**config.mk**
```make
export PLATFORM = sky130hd
export DESIGN_NAME = solve_play_ctrl
export DESIGN_NICKNAME = d
export VERILOG_FILES = /design/src/rtl/solve_play_pkg.sv /design/src/rtl/solve_play_ctrl_debounce.sv /design/src/rtl/solve_play_ctrl.sv
export SDC_FILE = /design/constraint.sdc
export NUM_CORES = 1
export LEC_CHECK = 0
export CELL_PAD_IN_SITES_DETAIL_PLACEMENT = 0
export CELL_PAD_IN_SITES_GLOBAL_PLACEMENT = 1
export CORE_ASPECT_RATIO = 0.75
export CORE_MARGIN = 4
export CORE_UTILIZATION = 45
export CTS_CLUSTER_DIAMETER = 50
export DETAILED_ROUTE_END_ITERATION = 6
export GPL_TIMING_DRIVEN = 0
export PLACE_DENSITY = 0.95
export SETUP_SLACK_MARGIN = 0.4
export SLEW_MARGIN = 25
export SYNTH_ARGS = -nofsm -noshare
export SYNTH_HDL_FRONTEND = slang
export SYNTH_SLANG_ARGS = --single-unit
```
**constraint.sdc**
```tcl
create_clock -name clk -period 6.8 [get_ports clk]
set_input_delay 1.36 -clock clk [delete_from_list [all_inputs] [get_ports clk]]
set_output_delay 1.36 -clock clk [all_outputs]
set_load 0.05 [all_outputs]
```
**src/rtl/solve_play_pkg.sv**
```systemverilog
// solve_play_pkg: shared types and constants for the solve/play sequencer.
// States, button indices, move codes and a move-select helper.
package solve_play_pkg;

    typedef enum logic [1:0] {
        IDLE  = 2'd0,
        SOLVE = 2'd1,
        SHOW  = 2'd2,
        FAIL  = 2'd3
    } state_t;

    localparam int BTN_NEXT  = 4;
    localparam int BTN_PREV  = 3;
    localparam int BTN_START = 2;
    localparam int BTN_AUTO  = 1;
    localparam int BTN_RST   = 0;

    localparam logic [1:0] MV_UP    = 2'd0;
    localparam logic [1:0] MV_DOWN  = 2'd1;
    localparam logic [1:0] MV_LEFT  = 2'd2;
    localparam logic [1:0] MV_RIGHT = 2'd3;

    // Two-bit move k sits at bits [2k+1:2k] of the packed order.
    function automatic logic [1:0] move_at(
        input logic [17:0] ord,
        input logic [4:0]  idx
    );
        logic [17:0] sh;
        sh = ord >> {idx, 1'b0};
        return sh[1:0];
    endfunction

endpackage

```
**src/rtl/solve_play_ctrl_debounce.sv**
```systemverilog
// btn_debounce: tick-sampled two-sample debouncer for a button vector.
// Level flips after two equal samples; press is a one-clock rising pulse.
module btn_debounce #(
    parameter int W = 5
) (
    input  logic         clk,
    input  logic         rst_n,
    input  logic         tick,
    input  logic [W-1:0] raw,
    output logic [W-1:0] level,
    output logic [W-1:0] press
);

    logic [W-1:0] s0;
    logic [W-1:0] s1;

    // Two-deep sample history, shifted once per tick.
    always_ff @(posedge clk) begin
        if (!rst_n) begin
            s0 <= '0;
            s1 <= '0;
        end else if (tick) begin
            s0 <= raw;
            s1 <= s0;
        end
    end

    // Level follows two agreeing samples; pulse on its rising edge.
    always_ff @(posedge clk) begin
        if (!rst_n) begin
            level <= '0;
            press <= '0;
        end else begin
            level <= (s0 & s1) | (level & (s0 | s1));
            press <= s0 & s1 & ~level;
        end
    end

endmodule

```
**src/rtl/solve_play_ctrl.sv**
```systemverilog
// solve_play_ctrl: buttons -> solver handshake -> stepped move display.
// Optional AUTOPLAY_EN macro builds the automatic stepping feature.
module solve_play_ctrl
    import solve_play_pkg::*;
#(
    parameter int TICK_W        = 12,
    parameter int MAX_MOVES     = 9,
    parameter int TIMEOUT_TICKS = 1000,
    parameter int AUTO_TICKS    = 256
) (
    input  logic        clk,
    input  logic        rst_n,
    input  logic [4:0]  btn,
    output logic        slv_start,
    input  logic        slv_done,
    input  logic        slv_ok,
    input  logic [4:0]  slv_cnt,
    input  logic [17:0] slv_ord,
    output logic        comp,
    output logic [4:0]  step,
    output logic [1:0]  move,
    output logic [1:0]  st,
    output logic        auto_on
);

    localparam int TO_W = $clog2(TIMEOUT_TICKS + 1);
    localparam logic [4:0] CAP = 5'(MAX_MOVES);

    logic [TICK_W-1:0] presc;
    logic              tick;
    logic [4:0]        lvl;
    logic [4:0]        prs;
    state_t            state;
    state_t            nxt;
    logic [4:0]        cnt;
    logic [4:0]        nxt_cnt;
    logic [4:0]        nxt_step;
    logic [17:0]       ord;
    logic [17:0]       nxt_ord;
    logic [1:0]        nxt_move;
    logic [TO_W-1:0]   tcnt;
    logic [TO_W-1:0]   nxt_tcnt;
    logic              nxt_start;
    logic              auto_step;
    logic [4:0]        step_inc;
    logic              unused_lvl;

    assign tick       = &presc;
    assign st         = state;
    assign step_inc   = step + 5'd1;
    assign unused_lvl = ^lvl;

    // Free-running prescaler shared by debounce, timeout and autoplay.
    always_ff @(posedge clk) begin
        if (!rst_n) presc <= '0;
        else        presc <= presc + 1'b1;
    end

    btn_debounce #(.W(5)) u_db (
        .clk   (clk),
        .rst_n (rst_n),
        .tick  (tick),
        .raw   (btn),
        .level (lvl),
        .press (prs)
    );

    // Next state and datapath: restart, then done, timeout, start.
    always_comb begin
        nxt       = state;
        nxt_step  = step;
        nxt_ord   = ord;
        nxt_cnt   = cnt;
        nxt_start = 1'b0;
        nxt_tcnt  = '0;
        if (state == SOLVE)
            nxt_tcnt = tick ? tcnt + 1'b1 : tcnt;
        if (prs[BTN_RST]) begin
            nxt      = IDLE;
            nxt_step = '0;
            nxt_ord  = '0;
            nxt_cnt  = '0;
        end else begin
            case (state)
                IDLE, FAIL: begin
                    if (prs[BTN_START]) begin
                        nxt       = SOLVE;
                        nxt_start = 1'b1;
                    end
                end
                SOLVE: begin
                    if (slv_done) begin
                        if (slv_ok) begin
                            nxt      = SHOW;
                            nxt_ord  = slv_ord;
                            nxt_cnt  = (slv_cnt > CAP) ? CAP : slv_cnt;
                            nxt_step = '0;
                        end else begin
                            nxt = FAIL;
                        end
                    end else if (tcnt == TO_W'(TIMEOUT_TICKS)) begin
                        nxt = FAIL;
                    end
                end
                SHOW: begin
                    if (prs[BTN_NEXT]) begin
                        if (step_inc < cnt) nxt_step = step_inc;
                    end else if (prs[BTN_PREV]) begin
                        if (step != '0) nxt_step = step - 5'd1;
                    end else if (auto_step) begin
                        if (step_inc < cnt) nxt_step = step_inc;
                    end
                end
                default: ;
            endcase
        end
        nxt_move = (nxt_cnt == '0) ? MV_UP : move_at(nxt_ord, nxt_step);
    end

    // Registered outputs: step and move always change together.
    always_ff @(posedge clk) begin
        if (!rst_n) begin
            state     <= IDLE;
            step      <= '0;
            move      <= MV_UP;
            ord       <= '0;
            cnt       <= '0;
            comp      <= 1'b0;
            slv_start <= 1'b0;
            tcnt      <= '0;
        end else begin
            state     <= nxt;
            step      <= nxt_step;
            move      <= nxt_move;
            ord       <= nxt_ord;
            cnt       <= nxt_cnt;
            comp      <= (nxt == SHOW);
            slv_start <= nxt_start;
            tcnt      <= nxt_tcnt;
        end
    end

`ifdef AUTOPLAY_EN
    localparam int AW = $clog2(AUTO_TICKS + 1);

    logic [AW-1:0] acnt;
    logic          nxt_auto;
    logic [4:0]    nxt_inc;

    assign nxt_inc   = nxt_step + 5'd1;
    assign auto_step = auto_on && tick && (acnt == AW'(AUTO_TICKS - 1));

    // Autoplay enable: toggle in SHOW, drop on prev, exit or last move.
    always_comb begin
        nxt_auto = auto_on;
        if (state == SHOW && prs[BTN_AUTO])
            nxt_auto = !auto_on;
        if (prs[BTN_PREV] || prs[BTN_RST])
            nxt_auto = 1'b0;
        if (nxt != SHOW || nxt_inc >= nxt_cnt)
            nxt_auto = 1'b0;
    end

    // Autoplay tick counter runs only while enabled.
    always_ff @(posedge clk) begin
        if (!rst_n) begin
            auto_on <= 1'b0;
            acnt    <= '0;
        end else begin
            auto_on <= nxt_auto;
            if (!nxt_auto || auto_step) acnt <= '0;
            else if (tick)              acnt <= acnt + 1'b1;
        end
    end
`else
    logic unused_auto;

    assign auto_step   = 1'b0;
    assign auto_on     = 1'b0;
    assign unused_auto = ^{prs[BTN_AUTO], AUTO_TICKS[0]};
`endif

endmodule

```
==> results.ini <==
[outcome]
status=finished, final reports clean

[setup_path]
required_ns=7.02
cpPeakStageDelay_ns=0.49
worstReg2RegStart=step[0]
path_cells=ha_1 > nand3_1 > xnor2_1 > ha_1 > a21oi_1 > nand2_1 > a21o_1 > nand4_1 > a31o_1 > buf_2 > buf_4 > mux2i_1 > nand3_1 > nand3_1 > nand4_1
cp.arrival_ns=3.64
cp_common_cell=nand3_1
start_kind=flip-flop
path_delay_family=simple AND/OR/NAND/NOR gates
crit_slowest_cell=dfxtp_1
path_max_fanout=10
crit_path_start=step[0]
crit_buf_inv=2
crit_type=flip-flop to flip-flop
end_kind=flip-flop

[power]
p_leak_nw=1.564
power-per-cell-area_nw_per_um2=183.0
irDropWorstVdd_mv=0.1199

[timing]
rsz0062_at_grt=false
finalHoldViolCount=0
fin_tns_setup_ns=0
maxSlewHeadroom=0.5999
tightest_slew_ns=0.6001
slew_viol_final=0
setup_viol=0
finalClockSkew_ns=0.007685
clock.fmax_mhz=292.9
min_period_ns=3.414
fin_crit_sh=0.5020

[detailed_routing]
viasPerCell=5.394
drtPass1Iterations=5
drc_errors=0
finalWirelength_um=8549
avgRoutedWirePerCell_um=14.27
vias=3231
ant_nets=0
drtIter0Drc=216

[clock_network]
clock_latency_ns=0.34
cts_tree=built
post_cts_buffers=0
cts_sinks=72
cts_resized=0
numCtsBuffers=9
cts_max_path_buffers=2
path_clk_slew_ns=0.07
ctsHoldBuffers=0
cts_root_buf=clkbuf_8
htree_levels=3

[synth]
synthMuxAreaShare=0.07634
synth_top_family_by_area=simple AND/OR/NAND/NOR gates
ys_ff_latch=72
yosysUniqueCellTypes=52
synth_async_sr_flop_share=0
synth_top_flop_cell=dfxtp_1
synth_edf_count=0
syn_inst=438
synthTopCellsByArea=dfxtp_1 (40%), nand2_1 (6.8%), mux2i_1 (6.1%), a21oi_1 (5.4%), nor2_1 (5.1%)
yosysSeqAreaShare=0.3979
synthXorXnorAreaFrac=0.04594
synth_top_area_share=0.3979
ys_warn_count=0
synthAdderAreaFrac=0.04491
syn-num-nets=483
synth_area_leader_cell=dfxtp_1
postSynthAreaPerCell_um2=8.270
yosys.area_share.simple=0.2501
synth-compound-area-share=0.1423
netlist_area_um2=3622

[global_routing]
grt_usage=0.1830
grt_pass1_wl_um=14300
antenna_found_initial=0
grt_max_degree=12
grt_pass1_vias=3011
overflow=0

[floorplan]
start_util=0.4616
die_w_um=111.6
dieHeight_um=85.70
rows=28
dieArea_um2=9564
core_um2=7848
io_pins=44

[cells_and_area]
areaGrowthSynthToFinish_pct=20.41
nets=535
num_antenna_cells=0
drive_above_1_share=0.05263
seq_area_um2=1441
fin_util=0.5558
final.fill_count=753
multi_input_area_um2=2031

[placement]
port_buffers=41
dp_hpwl_um=6507
place_congestion=0.9201

[job]
cap_violations=0

[hold_path]
hp-class=flip-flop to flip-flop
min-delay-start=presc[0]

power by group:
part / switching [W] / internal, W / leakage, nW / total [W]
Clock: 0.000150 / 0.000189 / 0.0997 / 0.000339
Combinational: 0.0000156 / 0.0000194 / 0.884 / 0.0000350
Sequential: 0.00000131 / 0.000423 / 0.580 / 0.000424
Total: 0.000167 / 0.000631 / 1.56 / 0.000798
final timing paths:
kind	endpoint	slack, ns	cells after the start
worst max-delay path	move[1]	3.39	15
worst min-delay path	presc[0]	0.43	1
worst max register to register	move[1]	3.39	15
worst min register to register	presc[0]	0.43	1
stage by stage:
stage               std cells  worst slack, ns  instance area [µm²]   power, W  hold WS [ns]
detailed placement        584            3.134                 4164  0.0004689        0.4214
global placement          584            3.139                 4164  0.0004687        0.4141
floorplan                 438            3.554                 3622  0.0004446        0.4021
global route              599            3.088                 4362  0.0008275        0.4558
finish                    599            3.386                 4362  0.0007982        0.4344
CTS                       599            3.404                 4362  0.0008059        0.4438
flip-flops by register name, indices dropped and copies added, names as in the netlist:
signal,flops
slv_start,1
cnt,5
tcnt,10
st,2
u_db.s1,4
presc,12
u_db.s0,4
u_db.press,4
u_db.level,4
move,2
step,5
ord,18
comp,1
worst register-to-register path, cell delays in order, from the launching register on:
cell and delay, ns:
dfxtp_1 0.49, ha_1 0.30, nand3_1 0.14, xnor2_1 0.15
ha_1 0.29, a21oi_1 0.27, nand2_1 0.15, a21o_1 0.20
nand4_1 0.09, a31o_1 0.15, buf_2 0.27, buf_4 0.25
mux2i_1 0.23, nand3_1 0.11, nand3_1 0.12, nand4_1 0.09
logic make-up (layout without fill, tap and decap cells):
family                     count (synthesis)  in the layout
buffers and inverters                     35             91
other                                      1              1
DFF                                       72             72
and+or+nand+nor                          188            188
xor gates and xnor gates                  19             19
AOI/OAI and AO/OA                         85             85
adders and majority gates                 13             13
muxes                                     25             25
final cells by class:
class	count	share of cell area
buffer	18	0.01979
clock buffer	13	0.03643
clock inverter	2	0.008893
inverter	17	0.01463
multi-input combinational	331	0.4656
sequential	72	0.3305
tap	105	0.03012
timing repair buffer	41	0.09409
cell usage after synthesis, types with 3 or more instances:
master and number:
a21oi_1 39, a31oi_1 3, and2_1 10, and3_1 6, buf_2 3, clkbuf_1 10, dfxtp_1 72, ha_1 13
inv_1 17, mux2i_1 22, nand2_1 66, nand2b_1 5, nand3_1 14, nand4_1 9, nor2_1 49, nor2b_1 3
nor3_1 9, o21ai_0 14, o21ai_1 9, or3_1 8, xnor2_1 8, xor2_1 11
layer usage:
layer | vias to the layer above | global-route usage | wire [µm]
met5 | - | 0 | 0
met3 | 15 | 0.05289 | 575
met2 | 99 | 0.2704 | 3634
met1 | 1498 | 0.2609 | 4184
li1 | 1619 | - | -
met4 | 0 | 0.05193 | 155
layout by cell type, fill, tap and decap left out, drive strengths merged, types with 13 or more instances in the layout:
| master | n |
|---|---|
| a21oi | 39 |
| clkbuf | 23 |
| clkdlybuf4s50 | 41 |
| dfxtp | 72 |
| ha | 13 |
| inv | 17 |
| mux2i | 22 |
| nand2 | 66 |
| nand3 | 14 |
| nor2 | 50 |
| o21ai | 23 |
No activity file was read; power rests on OpenSTA's default activity.
